File: src/rtl/fft_bf_pkg.sv
// Shared types and address helper for the radix-2 DIT FFT butterfly scheduler.
//   state_t   : scheduler FSM states
//   pair_t    : {a, b, tw} for one butterfly issue
//   wr_ent_t  : write-delay-line entry {valid, a, b}
//   pair_addr : register addresses and twiddle index of butterfly k in a stage
package fft_bf_pkg;

   localparam int unsigned REG_AW = 5;

   typedef enum logic [1:0] {
      IDLE,
      RUN,
      DRAIN,
      FINISH
   } state_t;

   typedef struct packed {
      logic [REG_AW-1:0] a;
      logic [REG_AW-1:0] b;
      logic [REG_AW-1:0] tw;
   } pair_t;

   typedef struct packed {
      logic              valid;
      logic [REG_AW-1:0] a;
      logic [REG_AW-1:0] b;
   } wr_ent_t;

   localparam int unsigned WR_W = $bits(wr_ent_t);

   // Butterfly k of stage s pairs samples (grp*2*span + pos) and (+span).
   function automatic pair_t pair_addr(input int unsigned log2n,
                                       input int unsigned stage,
                                       input int unsigned k,
                                       input int unsigned base);
      int unsigned span;
      int unsigned pos;
      int unsigned grp;
      int unsigned a;
      pair_t       r;
      span = 32'd1 << stage;
      pos  = k & (span - 32'd1);
      grp  = k >> stage;
      a    = base + grp * 32'd2 * span + pos;
      r.a  = REG_AW'(a);
      r.b  = REG_AW'(a + span);
      r.tw = REG_AW'(pos << (log2n - 32'd1 - stage));
      return r;
   endfunction

endpackage

File: src/rtl/fft_bf_sched_if.sv
// Bus bundle between the FFT scheduler and its surroundings.
//   control : start, abort (in to scheduler); busy, done, stage (out)
//   read    : Raddr1, Raddr2, tw_idx, bf_valid (out)
//   write   : w, w2, Waddr1, Waddr2 (out)
// master = scheduler side, slave = control / register file / butterfly side.
interface fft_bf_sched_if #(
   parameter int unsigned LOG2N = 4
) ();
   import fft_bf_pkg::*;

   localparam int unsigned STG_W = (LOG2N > 1) ? $clog2(LOG2N) : 1;
   localparam int unsigned TW_W  = LOG2N - 1;

   logic              start;
   logic              abort;
   logic              busy;
   logic              done;
   logic [STG_W-1:0]  stage;
   logic [REG_AW-1:0] Raddr1;
   logic [REG_AW-1:0] Raddr2;
   logic [TW_W-1:0]   tw_idx;
   logic              bf_valid;
   logic              w;
   logic              w2;
   logic [REG_AW-1:0] Waddr1;
   logic [REG_AW-1:0] Waddr2;

   modport master (
      input  start, abort,
      output busy, done, stage, Raddr1, Raddr2, tw_idx, bf_valid,
             w, w2, Waddr1, Waddr2
   );

   modport slave (
      output start, abort,
      input  busy, done, stage, Raddr1, Raddr2, tw_idx, bf_valid,
             w, w2, Waddr1, Waddr2
   );

endinterface

File: src/rtl/wr_delay.sv
// Fixed-depth delay line for write-back entries.
//   clk, nReset : clock, async active-low clear of every stage
//   flush       : synchronous clear of the valid bit (MSB) in every stage
//   din / dout  : entry entering / leaving the line DEPTH cycles later
module wr_delay #(
   parameter int unsigned DEPTH = 3,
   parameter int unsigned W     = 11
) (
   input  logic         clk,
   input  logic         nReset,
   input  logic         flush,
   input  logic [W-1:0] din,
   output logic [W-1:0] dout
);

   logic [W-1:0] pipe_q [DEPTH];
   logic [W-1:0] pipe_d [DEPTH];

   // Shift by one; a flush kills every in-flight valid, including the entry arriving now.
   always_comb begin
      pipe_d[0] = din;
      for (int unsigned i = 1; i < DEPTH; i++) begin
         pipe_d[i] = pipe_q[i-1];
      end
      if (flush) begin
         for (int unsigned i = 0; i < DEPTH; i++) begin
            pipe_d[i][W-1] = 1'b0;
         end
      end
   end

   always_ff @(posedge clk or negedge nReset) begin
      if (!nReset) begin
         for (int unsigned i = 0; i < DEPTH; i++) begin
            pipe_q[i] <= '0;
         end
      end else begin
         pipe_q <= pipe_d;
      end
   end

   assign dout = pipe_q[DEPTH-1];

endmodule

File: src/rtl/fft_bf_sched.sv
// In-place radix-2 DIT FFT butterfly scheduler over a 32-entry register file.
//   clk, nReset : clock, async active-low reset
//   bus.master  : start/abort in; busy/done/stage, read addresses + twiddle +
//                 bf_valid, and the paired write port controls out
// One butterfly is issued per RUN cycle; each stage is followed by a DRAIN of
// 1+BF_LAT cycles so the last write lands before the next stage reads.
// Samples live at BASE..BASE+N-1 (1 <= BASE, BASE+N <= 32).
module fft_bf_sched
   import fft_bf_pkg::*;
#(
   parameter int unsigned LOG2N  = 4,
   parameter int unsigned BASE   = 16,
   parameter int unsigned BF_LAT = 2
) (
   input  logic           clk,
   input  logic           nReset,
   fft_bf_sched_if.master bus
);

   localparam int unsigned HALF    = 32'd1 << (LOG2N - 1);
   localparam int unsigned STG_W   = (LOG2N > 1) ? $clog2(LOG2N) : 1;
   localparam int unsigned TW_W    = LOG2N - 1;
   localparam int unsigned CNT_MAX = (HALF - 1 > BF_LAT) ? HALF - 1 : BF_LAT;
   localparam int unsigned CNT_W   = (CNT_MAX > 1) ? $clog2(CNT_MAX + 1) : 1;

   state_t            state_q,    state_d;
   logic [STG_W-1:0]  stage_q,    stage_d;
   logic [CNT_W-1:0]  cnt_q,      cnt_d;
   logic [REG_AW-1:0] raddr1_q,   raddr1_d;
   logic [REG_AW-1:0] raddr2_q,   raddr2_d;
   logic [TW_W-1:0]   tw_q,       tw_d;
   logic              busy_q,     busy_d;
   logic              done_q,     done_d;
   logic              bf_valid_q, bf_valid_d;

   pair_t             pa;
   wr_ent_t           wr_in;
   wr_ent_t           wr_out;
   logic              flush_c;

   // Next state, counters and the registered outputs for the coming cycle.
   // cnt is the butterfly index in RUN and the drain cycle count in DRAIN.
   always_comb begin
      state_d    = state_q;
      stage_d    = stage_q;
      cnt_d      = cnt_q;
      raddr1_d   = raddr1_q;
      raddr2_d   = raddr2_q;
      tw_d       = tw_q;
      pa         = '0;
      flush_c    = 1'b0;

      unique case (state_q)
         IDLE: begin
            if (bus.start) begin
               state_d = RUN;
               stage_d = '0;
               cnt_d   = '0;
            end
         end
         RUN: begin
            if (cnt_q == CNT_W'(HALF - 1)) begin
               state_d = DRAIN;
               cnt_d   = '0;
            end else begin
               cnt_d = cnt_q + CNT_W'(1);
            end
         end
         DRAIN: begin
            if (cnt_q == CNT_W'(BF_LAT)) begin
               cnt_d = '0;
               if (stage_q == STG_W'(LOG2N - 1)) begin
                  state_d = FINISH;
               end else begin
                  state_d = RUN;
                  stage_d = stage_q + STG_W'(1);
               end
            end else begin
               cnt_d = cnt_q + CNT_W'(1);
            end
         end
         FINISH: begin
            state_d = IDLE;
         end
         default: begin
            state_d = IDLE;
         end
      endcase

      // Abort beats everything outside IDLE, including a concurrent start.
      if (bus.abort) begin
         state_d = IDLE;
         flush_c = (state_q != IDLE);
      end

      if (state_d == IDLE) begin
         stage_d = '0;
         cnt_d   = '0;
      end

      // Read addresses are precomputed so they appear registered in the issue cycle.
      if (state_d == RUN) begin
         pa       = pair_addr(LOG2N, 32'(stage_d), 32'(cnt_d), BASE);
         raddr1_d = pa.a;
         raddr2_d = pa.b;
         tw_d     = TW_W'(pa.tw);
      end

      busy_d     = (state_d == RUN) || (state_d == DRAIN);
      done_d     = (state_d == FINISH);
      bf_valid_d = (state_q == RUN) && !bus.abort;
   end

   always_ff @(posedge clk or negedge nReset) begin
      if (!nReset) begin
         state_q    <= IDLE;
         stage_q    <= '0;
         cnt_q      <= '0;
         raddr1_q   <= '0;
         raddr2_q   <= '0;
         tw_q       <= '0;
         busy_q     <= 1'b0;
         done_q     <= 1'b0;
         bf_valid_q <= 1'b0;
      end else begin
         state_q    <= state_d;
         stage_q    <= stage_d;
         cnt_q      <= cnt_d;
         raddr1_q   <= raddr1_d;
         raddr2_q   <= raddr2_d;
         tw_q       <= tw_d;
         busy_q     <= busy_d;
         done_q     <= done_d;
         bf_valid_q <= bf_valid_d;
      end
   end

   // The issued pair re-emerges as a write exactly 1+BF_LAT cycles later.
   always_comb begin
      wr_in.valid = (state_q == RUN);
      wr_in.a     = raddr1_q;
      wr_in.b     = raddr2_q;
   end

   wr_delay #(
      .DEPTH (1 + BF_LAT),
      .W     (WR_W)
   ) u_wr_delay (
      .clk    (clk),
      .nReset (nReset),
      .flush  (flush_c),
      .din    (wr_in),
      .dout   (wr_out)
   );

   assign bus.busy     = busy_q;
   assign bus.done     = done_q;
   assign bus.stage    = stage_q;
   assign bus.Raddr1   = raddr1_q;
   assign bus.Raddr2   = raddr2_q;
   assign bus.tw_idx   = tw_q;
   assign bus.bf_valid = bf_valid_q;
   assign bus.w        = wr_out.valid;
   assign bus.w2       = wr_out.valid;
   assign bus.Waddr1   = wr_out.a;
   assign bus.Waddr2   = wr_out.b;

   // %0 is hard-wired zero, and B above A rules out wrap past %31.
   a_raddr_legal: assert property (@(posedge clk) disable iff (!nReset)
      (state_q == RUN) |-> (raddr1_q != '0 && raddr2_q > raddr1_q));

   a_waddr_legal: assert property (@(posedge clk) disable iff (!nReset)
      wr_out.valid |-> (wr_out.a != '0 && wr_out.b > wr_out.a));

endmodule

File: src/flat_wrapper.sv
// flat-port wrapper written by rule: the top's interface ports become plain ports
module fft_bf_sched_flat import fft_bf_pkg::*;
#(
   parameter int unsigned LOG2N  = 4,
   parameter int unsigned BASE   = 16,
   parameter int unsigned BF_LAT = 2
)
  (clk, nReset, bus_start, bus_abort, bus_busy, bus_done, bus_stage, bus_Raddr1, bus_Raddr2, bus_tw_idx, bus_bf_valid, bus_w, bus_w2, bus_Waddr1, bus_Waddr2);
  fft_bf_sched_if #(.LOG2N(LOG2N)) bus_i ();
  input  logic clk;
  input  logic nReset;
  input wire logic [$bits(bus_i.start)-1:0] bus_start;
  input wire logic [$bits(bus_i.abort)-1:0] bus_abort;
  output wire logic [$bits(bus_i.busy)-1:0] bus_busy;
  output wire logic [$bits(bus_i.done)-1:0] bus_done;
  output wire logic [$bits(bus_i.stage)-1:0] bus_stage;
  output wire logic [$bits(bus_i.Raddr1)-1:0] bus_Raddr1;
  output wire logic [$bits(bus_i.Raddr2)-1:0] bus_Raddr2;
  output wire logic [$bits(bus_i.tw_idx)-1:0] bus_tw_idx;
  output wire logic [$bits(bus_i.bf_valid)-1:0] bus_bf_valid;
  output wire logic [$bits(bus_i.w)-1:0] bus_w;
  output wire logic [$bits(bus_i.w2)-1:0] bus_w2;
  output wire logic [$bits(bus_i.Waddr1)-1:0] bus_Waddr1;
  output wire logic [$bits(bus_i.Waddr2)-1:0] bus_Waddr2;
  assign bus_i.start = bus_start;
  assign bus_i.abort = bus_abort;
  assign bus_busy = bus_i.busy;
  assign bus_done = bus_i.done;
  assign bus_stage = bus_i.stage;
  assign bus_Raddr1 = bus_i.Raddr1;
  assign bus_Raddr2 = bus_i.Raddr2;
  assign bus_tw_idx = bus_i.tw_idx;
  assign bus_bf_valid = bus_i.bf_valid;
  assign bus_w = bus_i.w;
  assign bus_w2 = bus_i.w2;
  assign bus_Waddr1 = bus_i.Waddr1;
  assign bus_Waddr2 = bus_i.Waddr2;
  fft_bf_sched #(.LOG2N(LOG2N), .BASE(BASE), .BF_LAT(BF_LAT)) u_core (.clk(clk), .nReset(nReset), .bus(bus_i));
endmodule
File: config.mk
export PLATFORM = sky130hd
export DESIGN_NAME = fft_bf_sched_flat
export DESIGN_NICKNAME = d
export VERILOG_FILES = /design/src/rtl/fft_bf_pkg.sv /design/src/rtl/fft_bf_sched_if.sv /design/src/rtl/wr_delay.sv /design/src/rtl/fft_bf_sched.sv /design/src/flat_wrapper.sv
export SDC_FILE = /design/constraint.sdc
export NUM_CORES = 1
export LEC_CHECK = 0
export ABC_AREA = 1
export CAP_MARGIN = 40
export CORE_MARGIN = 2
export CORE_UTILIZATION = 49
export CTS_CLUSTER_DIAMETER = 150
export CTS_CLUSTER_SIZE = 10
export DETAILED_ROUTE_END_ITERATION = 10
export PLACE_DENSITY = 0.75
export SYNTH_ARGS = -nofsm -noshare
export SYNTH_HDL_FRONTEND = slang
export SYNTH_SLANG_ARGS = --single-unit
File: constraint.sdc
create_clock -name clk -period 3.6 [get_ports clk]
set_clock_uncertainty 0.05 [all_clocks]
set_input_delay 1.08 -clock clk [delete_from_list [all_inputs] [get_ports clk]]
set_output_delay 1.08 -clock clk [all_outputs]
set_load 0.005 [all_outputs]
==> flow_summary_export.csv <==
group,metric,value,unit
cells_and_area,design_area,0.003537,mm²
timing,fin_crit_sh,103.1,%
clock_network,insertion_delay,310,ps
logic_synthesis,yosysWarningCount,0,
pwr,p_sw,0.2779,mW
routing,routed_wl,5090,µm
pwr,power_frac_clock,31.0,%
pwr,power_frac_seq,58.8,%
timing,holdWs,302.0,ps
floorplan,fp.dieH,76.60,µm
clock_network,cts_sinks,56,
floorplan,die_w,76.60,µm
routing,via_count,1863,
clock_network,cts_max_level,2,
logic_synthesis,ys_top_cells_by_area,"dfrtp_1, ha_1, nand2_1, buf_4, inv_1",
timing,finalWorstSetupSlack,-112.9,ps
clock_network,root_buffer,"clkbuf_8",
routing,antenna_left,0,
timing,max_slew_margin,66.18,%
floorplan,boundaryPins,34,
global_routing,grt_pass1_vias,1880,
clock_network,clk_pin_slew_worst_paths,100,ps
critical_path,crit_fanout,5,
cells_and_area,insertedDiodeCount,0,
critical_path,cp.required,3770,ps
logic_synthesis,synth_area_per_cell,10.21,µm²
logic_synthesis,syn_inst,253,
pwr,p_int,0.8560,mW
timing,setup_viol_count_final,2,
place,dpl.hpwl,3700,µm
critical_path,crit_path_end_kind,"flop",
worst_hold_path,hp-class,"reg -> reg",
outcome,violations,"setup timing",
place,dp_slack,-1026,ps
routing,via_per_inst,4.716,
cells_and_area,drive_gt1_share,37.54,%
logic_synthesis,synth_top_area_share,54.26,%
global_routing,overflow,0,
logic_synthesis,synth_top_cell_by_area,"dfrtp_1",
logic_synthesis,synthesis.nets,275,
logic_synthesis,ys_seq_area_share,54.26,%
outcome,status,"finished, violations left",
floorplan,core_area,0.005107,mm²
cells_and_area,final_common_cell,"dfrtp_1",
floorplan,start_util,50.56,%
floorplan,rows,26,
pwr,switching_share,24.51,%
routing,drt-pass1-iter-count,4,
pwr,p_comb_share,10.2,%
place,port_buffers,33,
global_routing,grt_pass1_wl,8721,µm
logic_synthesis,synth_cell_types,31,
place,place_congestion,0.8667,
cells_and_area,most-common-layout-cells,"dfrtp_1, buf_4, nand2_1",
cells_and_area,fin_nets,346,
logic_synthesis,syn-cell-area,0.002582,mm²
cells_and_area,final-instance-count-excl-fill,395,
clock_network,tritoncts,"built",
global_routing,grt_max_degree,34,
logic_synthesis,ys_ff_latch,56,
global_routing,grtUsageTotal,19.12,%
timing,period_minus_slack,3713,ps
pwr,power.total,1.134,mW
routing,wire_per_inst,12.89,µm
cells_and_area,utilization,69.26,%
timing,hold_viol,0,
routing,drcViolationCount,0,
timing,fmax,269.3,MHz
global_routing,antenna_found_initial,0,
critical_path,crit_type,"reg -> reg",
timing,grt_setup_unrepaired,"yes",
timing,final_max_slew_viol_count,0,
place,place_area,0.003253,mm²
cells_and_area,syn_to_final_growth,36.97,%
critical_path,worstPathArrival,3880,ps
routing,drtIter0Drc,170,
place,dp_cells,378,
floorplan,die_area,0.005867,mm²
clock_network,cts_max_path_buffers,2,
pwr,ir_worst_vdd,0.1745,mV
pwr,powerDensity,320.6,mW/mm²
timing,setup-tns-final,-156.5,ps
timing,tightest_slew,507.2,ps
flow_run,drv_cap,0,
critical_path,startpoint_type,"flop",
pwr,p_leak,1.728,nW
clock_network,numCtsBuffers,5,
[critical path, stage by stage, from the launching register on]
cell and delay (ps):
dfrtp_1 420, ha_2 220, ha_4 130, inv_2 30
buf_6 100, o211ai_1 190, nand2_2 120, ha_4 200
a21oi_4 180, nand2_2 90, nor2_1 160, ha_1 280
ha_4 290, ha_4 210, xor2_4 200, ha_4 230
nand2_2 70, nor2_2 40, a211oi_2 180, nand3_1 100
nand3_1 90, nand2_1 50
[kinds of logic after synthesis]
group | Yosys count | share of synthesized area [%]
xor+xnor | 4 | 1.357
buf+inv | 52 | 10.90
simple gates | 104 | 19.28
compound gates | 18 | 4.749
other cells | 1 | 0.1452
flops | 56 | 54.26
fa+ha+maj | 18 | 9.302
[registers in the layout (all words and copies together) (netlist names), 2 cells and up]
name                      flops
u_core.u_wr_delay.pipe_d     20
u_core.state_q                2
u_core.bus.tw_idx             3
u_core.bus.Raddr1             5
u_core.u_wr_delay.pipe_q      2
u_core.bus.stage              2
u_core.bus.Raddr2             5
u_core.cnt_q                  3
u_core.u_wr_delay.dout       11
[power groups by stage]
stage | registers [mW] | logic (mW) | clock network [mW]
2_1_floorplan | 0.675 | 0.0579 | 0
3_3_place_gp | 0.678 | 0.108 | 0
3_5_place_dp | 0.680 | 0.110 | 0
4_1_cts | 0.667 | 0.116 | 0.363
5_1_grt | 0.670 | 0.129 | 0.390
6_report | 0.667 | 0.116 | 0.351
[cell type report]
class	instances	area (µm²)
Tap cell	70	87.58
Clock inverter	3	27.53
Timing Repair Buffer	88	744.5
Fill cell	392	1570
Multi-Input combinational cell	145	1087
Sequential cell	56	1401
Inverter	28	120.1
Clock buffer	5	68.82
[cells in the mapped netlist]
cell type  number
xor2_1          3
xnor2_1         1
nand2_4         1
o21ai_0         7
a31oi_1         2
nand3_1        16
buf_4          21
nor2_4          1
inv_2           3
inv_1          25
o211ai_1        1
nor2_2          7
nand4_1         2
o21ai_4         1
nand2_2         8
fa_1            2
o21bai_1        1
conb_1          1
nor2_1         16
a21oi_4         1
nor2_8          1
nor3_1          3
buf_6           1
nand3b_1        2
dfrtp_1        56
a211oi_1        1
a21oi_1         4
or2_2           1
clkbuf_1        2
ha_1           16
nand2_1        46
[final timing paths]
path,cells past startpoint,slack [ps],endpoint,from
worst min register to register,0,300,u_core.u_wr_delay.dout[0]$_DFF_PN0_,u_core.u_wr_delay.pipe_d[0]$_DFF_PN0_
max in group asynchronous,2,2030,u_core.bus.bf_valid$_DFF_PN0_,nReset
worst max-delay path,21,-110,u_core.bus.Raddr2[4]$_DFFE_PN0N_,u_core.cnt_q[1]$_DFF_PN0_
worst min-delay path,0,300,u_core.u_wr_delay.dout[0]$_DFF_PN0_,u_core.u_wr_delay.pipe_d[0]$_DFF_PN0_
worst max register to register,21,-110,u_core.bus.Raddr2[4]$_DFFE_PN0N_,u_core.cnt_q[1]$_DFF_PN0_
min in group asynchronous,1,670,u_core.u_wr_delay.pipe_d[19]$_DFF_PN0_,nReset
[routing by layer]
| layer | part of all wire [%] | GRT usage (%) | vias to the layer above |
|---|---|---|---|
| li1 | - | - | 921 |
| met1 | 44 | 24.48 | 890 |
| met2 | 51 | 32.83 | 41 |
| met3 | 3.2 | 3.673 | 11 |
| met4 | 1.9 | 6.182 | 0 |
| met5 | 0 | 0 | - |
[repair_timing]
action / CTS / global route
setup buffers: 9 / 0
setup endpoints to repair: 4 / 3
pin swaps: 22 / 5
gates resized for setup: 30 / 7
hold buffers: 0 / 0
No activity file was read; power rests on OpenSTA's default activity.
